--- src/rtl/cic_comb_decim.sv ---
`timescale 1ns/1ps
`default_nettype none
// ============================================================================
//  Module      : cic_comb_decim
//  Description : Decimating comb stage for a CIC integrator datapath.
//                Keeps one input sample in every DECIM (s_k) and outputs the
//                modular difference y_k = s_k - s_{k-M}. That difference
//                cancels the modulo-2^LEN wrap-around of the upstream
//                integrator. Results are held on a valid/ready output
//                register. The integrator upstream cannot be stalled, so an
//                unaccepted result is overwritten by the next one and a
//                sticky overflow flag is raised.
//
//  Ports       : clk        - clock, all logic on the rising edge
//                rst        - synchronous active-high reset
//                din        - integrator sample, new value every cycle
//                dout       - comb result y_k (registered)
//                dout_valid - dout holds an unconsumed result
//                dout_ready - downstream accepts dout when dout_valid=1
//                overflow   - sticky; a result was overwritten unconsumed
//
//  Revision    : 1.0 - initial release
// ============================================================================
module cic_comb_decim #(
    parameter int LEN   = 8,   // sample width
    parameter int DECIM = 4,   // decimation factor, >= 1
    parameter int M     = 1    // differential delay in decimated samples, 1 or 2
) (
    input  logic           clk,
    input  logic           rst,
    input  logic [LEN-1:0] din,
    output logic [LEN-1:0] dout,
    output logic           dout_valid,
    input  logic           dout_ready,
    output logic           overflow
);

    localparam int                 c_CNT_W     = (DECIM > 1) ? $clog2(DECIM) : 1;
    localparam logic [c_CNT_W-1:0] c_CNT_MAX   = c_CNT_W'(DECIM - 1);
    localparam logic [1:0]         c_PRIME_NUM = 2'(M);

    typedef enum logic [0:0] {
        PRIME = 1'b0,   // filling the history, no results yet
        RUN   = 1'b1    // history full, every capture yields a result
    } state_t;

    state_t             r_state;
    state_t             w_state_nxt;
    logic [c_CNT_W-1:0] r_cnt;
    logic [1:0]         r_prime_cnt;
    logic [1:0]         w_prime_cnt_nxt;
    logic [M*LEN-1:0]   r_hist;        // newest capture in the low LEN bits
    logic [LEN-1:0]     w_oldest;      // s_{k-M}
    logic [LEN-1:0]     w_diff;
    logic               w_capture;
    logic               w_new_result;

    // ------------------------------------------------------------------------
    // Phase counter: a capture happens whenever the counter is at zero, so the
    // first cycle out of reset is always a capture.
    // ------------------------------------------------------------------------
    assign w_capture = (r_cnt == '0);

    always_ff @(posedge clk) begin
        if (rst) begin
            r_cnt <= '0;
        end else if (r_cnt == c_CNT_MAX) begin
            r_cnt <= '0;
        end else begin
            r_cnt <= r_cnt + 1'b1;
        end
    end

    // ------------------------------------------------------------------------
    // History shift register of captured samples, advancing on capture only.
    // ------------------------------------------------------------------------
    generate
        if (M == 1) begin : g_hist_single
            always_ff @(posedge clk) begin
                if (rst) begin
                    r_hist <= '0;
                end else if (w_capture) begin
                    r_hist <= din;
                end
            end
        end else begin : g_hist_multi
            always_ff @(posedge clk) begin
                if (rst) begin
                    r_hist <= '0;
                end else if (w_capture) begin
                    r_hist <= {r_hist[(M-1)*LEN-1:0], din};
                end
            end
        end
    endgenerate

    assign w_oldest = r_hist[M*LEN-1 -: LEN];

    // Subtracting in LEN bits is the LEN+1-bit difference with its borrow
    // discarded: exactly the modular result that undoes integrator wrap.
    assign w_diff = din - w_oldest;

    // ------------------------------------------------------------------------
    // Priming state machine
    // ------------------------------------------------------------------------
    always_ff @(posedge clk) begin
        if (rst) begin
            r_state     <= PRIME;
            r_prime_cnt <= 2'd0;
        end else begin
            r_state     <= w_state_nxt;
            r_prime_cnt <= w_prime_cnt_nxt;
        end
    end

    always_comb begin
        w_state_nxt     = r_state;
        w_prime_cnt_nxt = r_prime_cnt;
        w_new_result    = 1'b0;
        case (r_state)
            PRIME: begin
                if (w_capture) begin
                    w_prime_cnt_nxt = r_prime_cnt + 2'd1;
                    if (w_prime_cnt_nxt == c_PRIME_NUM) begin
                        w_state_nxt = RUN;
                    end
                end
            end
            RUN: begin
                w_new_result = w_capture;
            end
            default: begin
                w_state_nxt = PRIME;
            end
        endcase
    end

    // ------------------------------------------------------------------------
    // Output register. A new result always wins: it is loaded even when the
    // previous one is still pending, and that loss is recorded in overflow.
    // ------------------------------------------------------------------------
    always_ff @(posedge clk) begin
        if (rst) begin
            dout       <= '0;
            dout_valid <= 1'b0;
            overflow   <= 1'b0;
        end else if (w_new_result) begin
            dout       <= w_diff;
            dout_valid <= 1'b1;
            if (dout_valid && !dout_ready) begin
                overflow <= 1'b1;
            end
        end else if (dout_valid && dout_ready) begin
            dout_valid <= 1'b0;
        end
    end

endmodule
`default_nettype wire

--- config.mk ---
export PLATFORM = sky130hd
export DESIGN_NAME = cic_comb_decim
export DESIGN_NICKNAME = d
export VERILOG_FILES = /design/src/rtl/cic_comb_decim.sv
export SDC_FILE = /design/constraint.sdc
export NUM_CORES = 1
export LEC_CHECK = 0
export CAP_MARGIN = 40
export CORE_MARGIN = 8
export CORE_UTILIZATION = 51
export DETAILED_ROUTE_END_ITERATION = 8
export GPL_TIMING_DRIVEN = 1
export PLACE_DENSITY = 0.78
export RECOVER_POWER = 100
export SLEW_MARGIN = 5
export SYNTH_ARGS = -nofsm -noshare
export SYNTH_HDL_FRONTEND = slang
export SYNTH_SLANG_ARGS = --single-unit
export TNS_END_PERCENT = 5
--- constraint.sdc ---
create_clock -name clk -period 2.37 [get_ports clk]
set_input_delay 0.3555 -clock clk [delete_from_list [all_inputs] [get_ports clk]]
set_output_delay 0.3555 -clock clk [all_outputs]
set_load 0.01 [all_outputs]
==> metrics.md <==
| Metric | Value |
|---|---|
| Tot Pwr | 0.958 mW |
| Outcome | complete, no violations |
| Deepest clock path buffer count | 2 |
| Worst-path clk slew | 0.13 ns |
| Setup Viol. Count Final | 0 |
| Leakage | 0.606 nW |
| Die Y | 63.8 microns |
| H-tree depth | 1 |
| Post-Syn Nets | 154 |
| Antenna violations before repair | 0 |
| Root Driver | clkbuf_4 |
| Clock latency at the later pin of the worst-skew pair | 0.31 ns |
| Vias per Instance | 5.27 |
| Yosys reg bits | 23 |
| Drt pass-1 iters | 4 |
| Antenna cells | 0 |
| Final hold violations | 0 |
| Setup bufs post-CTS | 0 |
| Die ar. | 0.00408 sq mm |
| Fin area | 0.00142 sq mm |
| DRC | 0 |
| Vias in the first global route | 891 |
| Sw frac | 0.320 |
| Final ANT Viol Nets | 0 |
| Critical Path AT | 2.23 ns |
| Clock Skews | 0.00939 ns |
| Post-Syn Area per Cell | 8.84 sq um |
| CTS tree | built |
| Port Buf Inserts | 20 |
| Area Overhead vs Synth | 21.3% |
| CTS resizes | 0 |
| Placed cell area | 0.00139 sq mm |
| Clock power share | 0.191 |
| Worst slew pin tran | 0.923 ns |
| Ys async rst share | 0 |
| First-pass GRT wire length | 3670 microns |
| NetSw | 0.306 mW |
| Headroom to the max-slew limit | 0.385 |
| Post-synth EDFFs | 0 |
| Vias post-DR | 948 |
| Pint | 0.651 mW |
| Hold-fix buffers, CTS | 0 |
| CTS Sinks | 23 |
| CP max stage delay | 0.55 ns |
| Remaining Overflow, GRT | 0 |
| CP max FO | 2 |
| Max Cap Viol | 0 |
| RSZ-0062 raised after global routing | false |
| Post-Synthesis Cells | 132 |
| Core footprint | 0.00219 sq mm |
| Post-DR wirelength/cell | 12.0 microns |
| Initial DRC Count | 13 |
| Synth Flop Type | dfxtp_1 |
| Initial Util | 0.533 |
| Sequential share of power | 0.486 |
| WP data required | 2.57 ns |
| Max VDD drop | 0.486 mV |
| Logic pwr share | 0.323 |
| WL final | 2150 microns |
| Largest net degree at the start of global routing | 23 |
| Synth Warn # | 0 |
| Synth Cell Area | 0.00117 sq mm |
| Seq/Total Area, Yosys | 0.394 |
| Layout cells sized above 1 | 0.0526 |
| Crit path capture type | flip-flop |
| CP most frequent cell | inv_1 |
| Crit path time final | 2.03 ns |
| Overall routing resource usage | 0.105 |
| Synth unique cells | 35 |
| Num rows | 17 |
| Worst hold path class | flip-flop to flip-flop |
| Total negative setup slack | 0 ns |
| WS Path Type | input pin to flip-flop |
| Final nets | 175 |
| Critical Path Source Type | input pin |
| Io pins | 21 |
| Final Util | 0.646 |
| Crit share post-route | 0.858 |
| HPWL after DPL | 1740 microns |
| Global placement routability congestion | 0.895 |
| Die width | 63.8 microns |
| Worst hold slack | 0.461 ns |
| Slowest-stage cell, CP | dlygate4sd3_1 |
| TritonCTS Buffers | 3 |
| Peak Freq | 492 MHz |
| Pwr Density | 676 mW/mm^2 |
| Critical-path cell list | dlygate4sd3_1, inv_1, ha_1, inv_1, fa_1, a21o_2, a211oi_1, or3_1, nand3_1 |
| Pins Over Slew Limit | 0 |
-- flip-flops by register name, summed over array words and instances (netlist names) --
name and count:
r_cnt 2, r_state 1, r_prime_cnt 2, overflow 1, dout 8, dout_valid 1, r_hist 8
-- power groups by stage --
stage / Sequential [mW] / Combinational, mW / Clock [mW]
after floorplan: 0.483 / 0.209 / 0
final: 0.466 / 0.309 / 0.182
after detailed placement: 0.476 / 0.323 / 0
after global routing: 0.474 / 0.350 / 0.206
after global placement: 0.474 / 0.313 / 0
after CTS: 0.467 / 0.325 / 0.191
-- per-stage QoR --
step / setup slack [ns] / std cells
floorplan: 0.652 / 132
global placement: 0.149 / 176
detailed placement: 0.131 / 176
CTS: 0.444 / 180
global route: 0.180 / 180
finish: 0.336 / 180
-- cells by family (layout without fill, tap and decap cells) --
kind of cell    count (synthesis)  count (layout)  synth area share
compound gates                 27              27             0.154
fa+ha+maj                      11              11             0.124
mux                             8               8            0.0686
flops                          23              23             0.394
buf+inv                        19              39            0.0622
xor+xnor                        4               4            0.0300
simple gates                   40              40             0.166
-- worst max-delay path, delay by kind of cell --
kind | cells | cell delay [ns]
AOI/OAI and AO/OA | 2 | 0.47
adders and majority gates | 2 | 0.54
buffers and inverters | 3 | 0.66
and+or+nand+nor | 2 | 0.21
-- synth_stat cells (2+ instances only) --
| library cell | number | area (sq um) |
|---|---|---|
| nor3_1 | 2 | 10.0 |
| or3_1 | 2 | 12.5 |
| nor2_1 | 15 | 56.3 |
| nand2_1 | 8 | 30.0 |
| xor2_1 | 2 | 17.5 |
| clkbuf_1 | 5 | 18.8 |
| a21oi_1 | 11 | 55.1 |
| mux2i_1 | 8 | 80.1 |
| xnor2_1 | 2 | 17.5 |
| ha_1 | 10 | 125 |
| o21ai_0 | 3 | 15.0 |
| nor4b_1 | 2 | 17.5 |
| nand3_1 | 4 | 20.0 |
| a211oi_1 | 3 | 22.5 |
| dfxtp_1 | 23 | 460 |
| inv_1 | 13 | 48.8 |
-- cell usage in the layout (no fill, tap or decap), types with 3 or more instances in the layout --
cell type,instances
a211oi_1,3
a21oi_1,11
clkbuf_4,3
clkdlybuf4s50_1,8
dfxtp_1,23
dlygate4sd3_1,12
ha_1,10
inv_1,13
mux2i_1,8
nand2_1,8
nand3_1,4
nor2_1,15
o21ai_0,3
-- per-layer routing --
metal / share of wire / GRT usage
met1: 0.43 / 0.112
met2: 0.53 / 0.205
met3: 0.035 / 0.0244
met4: 0 / 0.0167
met5: 0 / 0
-- layout make-up --
cell class | count | area [sq um]
Fill cell | 187 | 774
Multi-Input combinational cell | 90 | 634
Sequential cell | 23 | 460
Timing Repair Buffer | 22 | 208
Inverter | 13 | 48.8
Tap cell | 28 | 35.0
Clock buffer | 3 | 22.5
Clock inverter | 1 | 7.51
-- worst paths after layout --
| kind | startpoint | endpoint | slack (ns) | cells after the start |
|---|---|---|---|---|
| max | din[0] | dout[6] | 0.34 | 9 |
| min reg2reg | dout[1] | dout[1] | 0.46 | 2 |
| min | dout[1] | dout[1] | 0.46 | 2 |
| max reg2reg | r_cnt[0] | dout[7] | 0.40 | 7 |
No activity file was read; power rests on OpenSTA's default activity.
